===== config.mk =====
export PLATFORM = sky130hd
export DESIGN_NAME = sega_pad_scanner
export DESIGN_NICKNAME = d
export VERILOG_FILES = /design/src/rtl/sega_pad_scanner.sv
export SDC_FILE = /design/constraint.sdc
export NUM_CORES = 1
export LEC_CHECK = 0
export ABC_CLOCK_PERIOD_IN_PS = 1900
export CORE_MARGIN = 2
export CORE_UTILIZATION = 46
export CTS_CLUSTER_SIZE = 28
export DETAILED_ROUTE_END_ITERATION = 12
export PLACE_DENSITY = 0.73
export SLEW_MARGIN = 30
export SYNTH_ARGS = -nofsm -noshare
export SYNTH_HDL_FRONTEND = slang
export SYNTH_SLANG_ARGS = --single-unit

===== constraint.sdc =====
create_clock -name clk -period 1.9 [get_ports clk]
set_input_delay 0.285 -clock clk [delete_from_list [all_inputs] [get_ports clk]]
set_output_delay 0.285 -clock clk [all_outputs]
set_load 0.02 [all_outputs]

===== src/rtl/sega_pad_scanner.sv =====
// sega_pad_scanner: scans a Sega 3/6-button pad and publishes button status and pad type once per frame
module sega_pad_scanner #(
   parameter int STEP_DIV   = 500,
   parameter int IDLE_STEPS = 200
) (
   input  logic        clk,
   input  logic        reset,
   input  logic [5:0]  sj,
   output logic        sel,
   output logic [11:0] status,
   output logic [1:0]  pad_type,
   output logic        frame_done
);
   localparam int PW = $clog2(STEP_DIV);
   localparam int IW = $clog2(IDLE_STEPS + 1);
   typedef enum logic [3:0] {IDLE, P0, P1, P2, P3, P4, P5, P6, P7} state_t;
   state_t          state, nxt;
   logic [5:0]      sync1, sync2, s;
   logic [PW-1:0]   pre;
   logic [IW-1:0]   idle_cnt;
   logic [11:0]     shadow;
   logic            present, six, tick;
   assign s = ~sync2;
   // two-flop synchronizer for the asynchronous pad lines, idling at released (all high)
   always_ff @(posedge clk or posedge reset)
      if (reset) {sync2, sync1} <= '1;
      else {sync2, sync1} <= {sync1, sj};
   // step prescaler; it wraps on the tick, which is also the only edge the state can change on
   always_ff @(posedge clk or posedge reset)
      if (reset) pre <= '0;
      else pre <= tick ? '0 : pre + 1'b1;
   // tick marks the last clk edge of a step; nxt is the state entered on that edge
   always_comb begin
      tick = pre == PW'(STEP_DIV - 1);
      nxt = (state == P7) ? IDLE :
            (state == IDLE) ? ((idle_cnt == IW'(IDLE_STEPS - 1)) ? P0 : IDLE) :
            state_t'(state + 4'd1);
   end
   // protocol FSM: drives sel, samples the pad at the end of each step, commits the frame in P7
   always_ff @(posedge clk or posedge reset)
      if (reset) begin
         state      <= IDLE;
         idle_cnt   <= '0;
         sel        <= 1'b1;
         shadow     <= '0;
         present    <= 1'b0;
         six        <= 1'b0;
         status     <= '0;
         pad_type   <= 2'b00;
         frame_done <= 1'b0;
      end else begin
         frame_done <= 1'b0;
         if (tick) begin
            state    <= nxt;
            sel      <= nxt inside {IDLE, P0, P2, P4, P6};
            idle_cnt <= (state == IDLE && nxt == IDLE) ? idle_cnt + 1'b1 : '0;
            case (state)
               IDLE: if (nxt == P0) begin
                  present <= 1'b0;
                  six     <= 1'b0;
               end
               P0: shadow[5:0] <= s;
               P1: begin
                  present     <= &s[3:2];
                  shadow[7:6] <= s[5:4];
               end
               P5: six <= &s[3:0];
               P6: shadow[11:8] <= six ? s[3:0] : 4'h0;
               P7: begin
                  status     <= !present ? 12'h000 : six ? shadow : {4'h0, shadow[7:0]};
                  pad_type   <= !present ? 2'b00 : six ? 2'b10 : 2'b01;
                  frame_done <= 1'b1;
               end
               default: ;
            endcase
         end
      end
endmodule


==> results of run 1 <==
==> cells in the mapped netlist, types with 2 or more instances <==
cell,instances
buf_6,2
inv_1,11
nand4_1,2
o21a_1,2
nand3b_1,5
clkbuf_1,3
o31ai_1,2
nor2_1,14
a21oi_1,4
nand2_1,50
nand3_1,22
nor2b_1,2
o21ai_0,25
xnor2_1,5
buf_2,5
dfstp_2,13
nor3b_1,2
ha_1,6
and3_1,4
o21ai_1,9
dfrtp_1,50
==> stage by stage <==
stage	instance area (µm²)	total power (µW)	hold slack, ps	util, %	worst slack, ps
after detailed placement	3110	1450	347	55.4	-114
after global placement	3110	1450	346	55.4	15.5
final	3400	2690	294	60.6	87.3
after CTS	3330	2720	298	59.4	11.5
after floorplan	2710	1410	289	-	55.8
after global routing	3400	2780	335	60.6	0.379
==> cell families after synthesis <==
kind of cell / share of synthesized area [%]
xor+xnor: 1.62
mux: 1.20
buf+inv: 3.84
fa+ha+maj: 2.77
compound gates: 10.3
simple gates: 21.5
flops: 58.8
==> worst register-to-register path, delay by kind of cell, from the launching register on <==
family / cells / cell delay [ps]
compound gates: 2 / 380
fa+ha+maj: 1 / 190
buf+inv: 1 / 150
flops: 1 / 390
mux: 1 / 350
simple gates: 1 / 230
==> metal layers <==
metal | vias up | global-route usage [%]
li1 | 978 | -
met4 | 0 | 8.64
met5 | - | 0
met3 | 9 | 5.39
met1 | 905 | 23.3
met2 | 32 | 25.7
==> state kept, by name (all words and copies together) (netlist names) <==
name        count
sync2           6
idle_cnt        8
state           4
six             1
pre             9
sync1           6
present         1
status         12
shadow         12
sel             1
pad_type        2
frame_done      1
==> area by class of cell <==
| cell class | count | share of cell area (%) |
|---|---|---|
| clock inverters | 4 | 2.06 |
| inverters | 12 | 1.40 |
| multi-input cells | 176 | 31.5 |
| repair buffers | 40 | 11.3 |
| well taps | 72 | 2.65 |
| clock buffers | 12 | 4.27 |
| flip-flops and latches | 63 | 46.9 |
==> layout by cell type (no fill, tap or decap), types with 3 or more instances in the layout <==
cell and n:
nand2_1 50, nor2_1 13, clkbuf_8 10, xnor2_1 5, dfrtp_1 50, o21ai_1 9
ha_1 3, clkdlybuf4s50_1 23, dfstp_2 13, nand3_1 20, buf_4 13, o21ai_0 25
nand3b_1 5, a21oi_1 3, inv_1 9, and3_1 4
==> path summary, 6_finish.rpt <==
path	end	slack (ps)
min	pre[4]$_DFF_PP0_	290
max in group asynchronous	sync2[4]$_DFF_PP1_	1040
min reg2reg	sync2[0]$_DFF_PP1_	360
max	six$_DFFE_PP0P_	90
min in group clk	sync1[2]$_DFF_PP1_	350
max reg2reg	six$_DFFE_PP0P_	90
==> repair_timing <==
action	in CTS	in global routing
setup buffers	0	1
pin swaps	0	1
setup endpoints to repair	7	28
cloned	0	1
resized for setup	2	13
==> where the power goes <==
group | total, µW | switching (µW) | leakage, µW | internal (µW)
registers | 1370 | 7.43 | 0.000821 | 1360
clock network | 1260 | 492 | 0.000110 | 771
logic | 50.7 | 28.5 | 0.000574 | 22.2
total | 2690 | 528 | 0.00151 | 2160
==> flow_metrics.tcl, run 1 <==
set metrics [dict create \
    synth-edff-count 0 \
    fmax_mhz 552 \
    crit_type "reg -> reg" \
    slowest_stage "dfrtp_1" \
    ys_seq_area_share_pct 58.8 \
    path_clk_slew_ps 60 \
    yosysTopAreaCell "dfrtp_1" \
    cp.arrival_ps 2030 \
    die-width_um 80.7 \
    path_depth 6 \
    synthTopCellsByArea "dfrtp_1, dfstp_2, nand2_1, o21ai_0, nand3_1" \
    insertion_delay_ps 340 \
    tritoncts "yes" \
    r2r_start "state[1]$_DFFE_PP0P_" \
    async_flop_share_pct 100 \
    postCtsHoldBufs 0 \
    worstSetupStartpointType "flip-flop" \
    cp_top_family "flip-flops" \
    antenna_found_initial 0 \
    grt_usage_pct 17.4 \
    dp_hpwl_mm 3.41 \
    r2r_cells 6 \
    cts.sinks 63 \
    postSynthCellCount 261 \
    start_util_pct 48.3 \
    avgSynthCellArea_um2 10.4 \
    crit_buf_inv 1 \
    finalCriticalPeriod_ps 1810 \
    slew_viol_final 0 \
    relSlewSlack_pct 66.4 \
    wl_met1_mm 2.39 \
    cts_root_buf "clkbuf_8" \
    vias_per_cell 5.08 \
    wirelength_mm 4.96 \
    die_area_um2 6520 \
    routed-wl-met2_mm 2.27 \
    die_h_um 80.7 \
    grt-ovfl-total 0 \
    finalCritPeriodShare_pct 95.4 \
    setup_violations 0 \
    remaining_drc_errors 0 \
    fin_cells 379 \
    status "completed" \
    leakage_uw 0.00151 \
    synth_flop_cell "dfrtp_1" \
    grt_max_degree 25 \
    area_delta_synth_final_pct 25.6 \
    multi_input_area_um2 1070 \
    synth_top_area_share_pct 46.2 \
    synth_cell_types 44 \
    path_max_fanout 4 \
    cts-buffers-inserted 9 \
    synth_seq_cells 63 \
    slowest_delay_ps 390 \
    dr_total_vias 1924 \
    rsz0062_at_grt "false" \
    rows 27 \
    grt_pass1_wl_mm 8.33 \
    final_layout_size_suffix_gt1_share_pct 21.5 \
    hold_class "in -> async" \
    core_area_um2 5610 \
    topRoutingLayerUsed "met4" \
    first_iter_violations 155 \
    clock_path_buffers 2 \
    cp_cell_sequence "buf_4, ha_2, a211oi_2, a21oi_2, nor4_2, mux2_1" \
    synth_area_um2 2710 \
    portBuffers 23 \
    tightest_slew_ps 503 \
    cts_max_level 3 \
    ios 24 \
    drv_cap 0 \
    ir_worst_vdd_uv 467 \
    required_ps 2120 \
    drtPass1Iterations 4 \
    synth_fp_nets 275 \
    dp_cells 361 \
    worst_setup_path_end_kind "flip-flop" \
    wl_met3_um 193 \
    nNetsFinal 316 \
    finalHoldViolations 0 \
    finalClockSkew_ps 8.11 \
    num-fill-cells 482 \
    num_antenna_cells 0 \
    cellPowerDensity_nw_per_um2 790 \
    seqCellArea_um2 1590 \
    grt_pass1_vias 1780 \
    avgRoutedWirePerCell_um 13.1 \
    startpoint "state[1]$_DFFE_PP0P_" \
    tns_ps 0 \
    yosysWarnings 0 \
    gp_congestion 0.812 \
    ant_nets 0 \
]
Power figures use the tool's default switching activity.
==> run 2, diff against run 1 <==
--- a/config.mk
+++ b/config.mk
@@ -5,7 +5,6 @@
 export SDC_FILE = /design/constraint.sdc
 export NUM_CORES = 1
 export LEC_CHECK = 0
-export ABC_CLOCK_PERIOD_IN_PS = 1900
 export CORE_MARGIN = 2
 export CORE_UTILIZATION = 46
 export CTS_CLUSTER_SIZE = 28
==> results of run 2 <==
Final layout, timing and power as in run 1 (identical DEF).
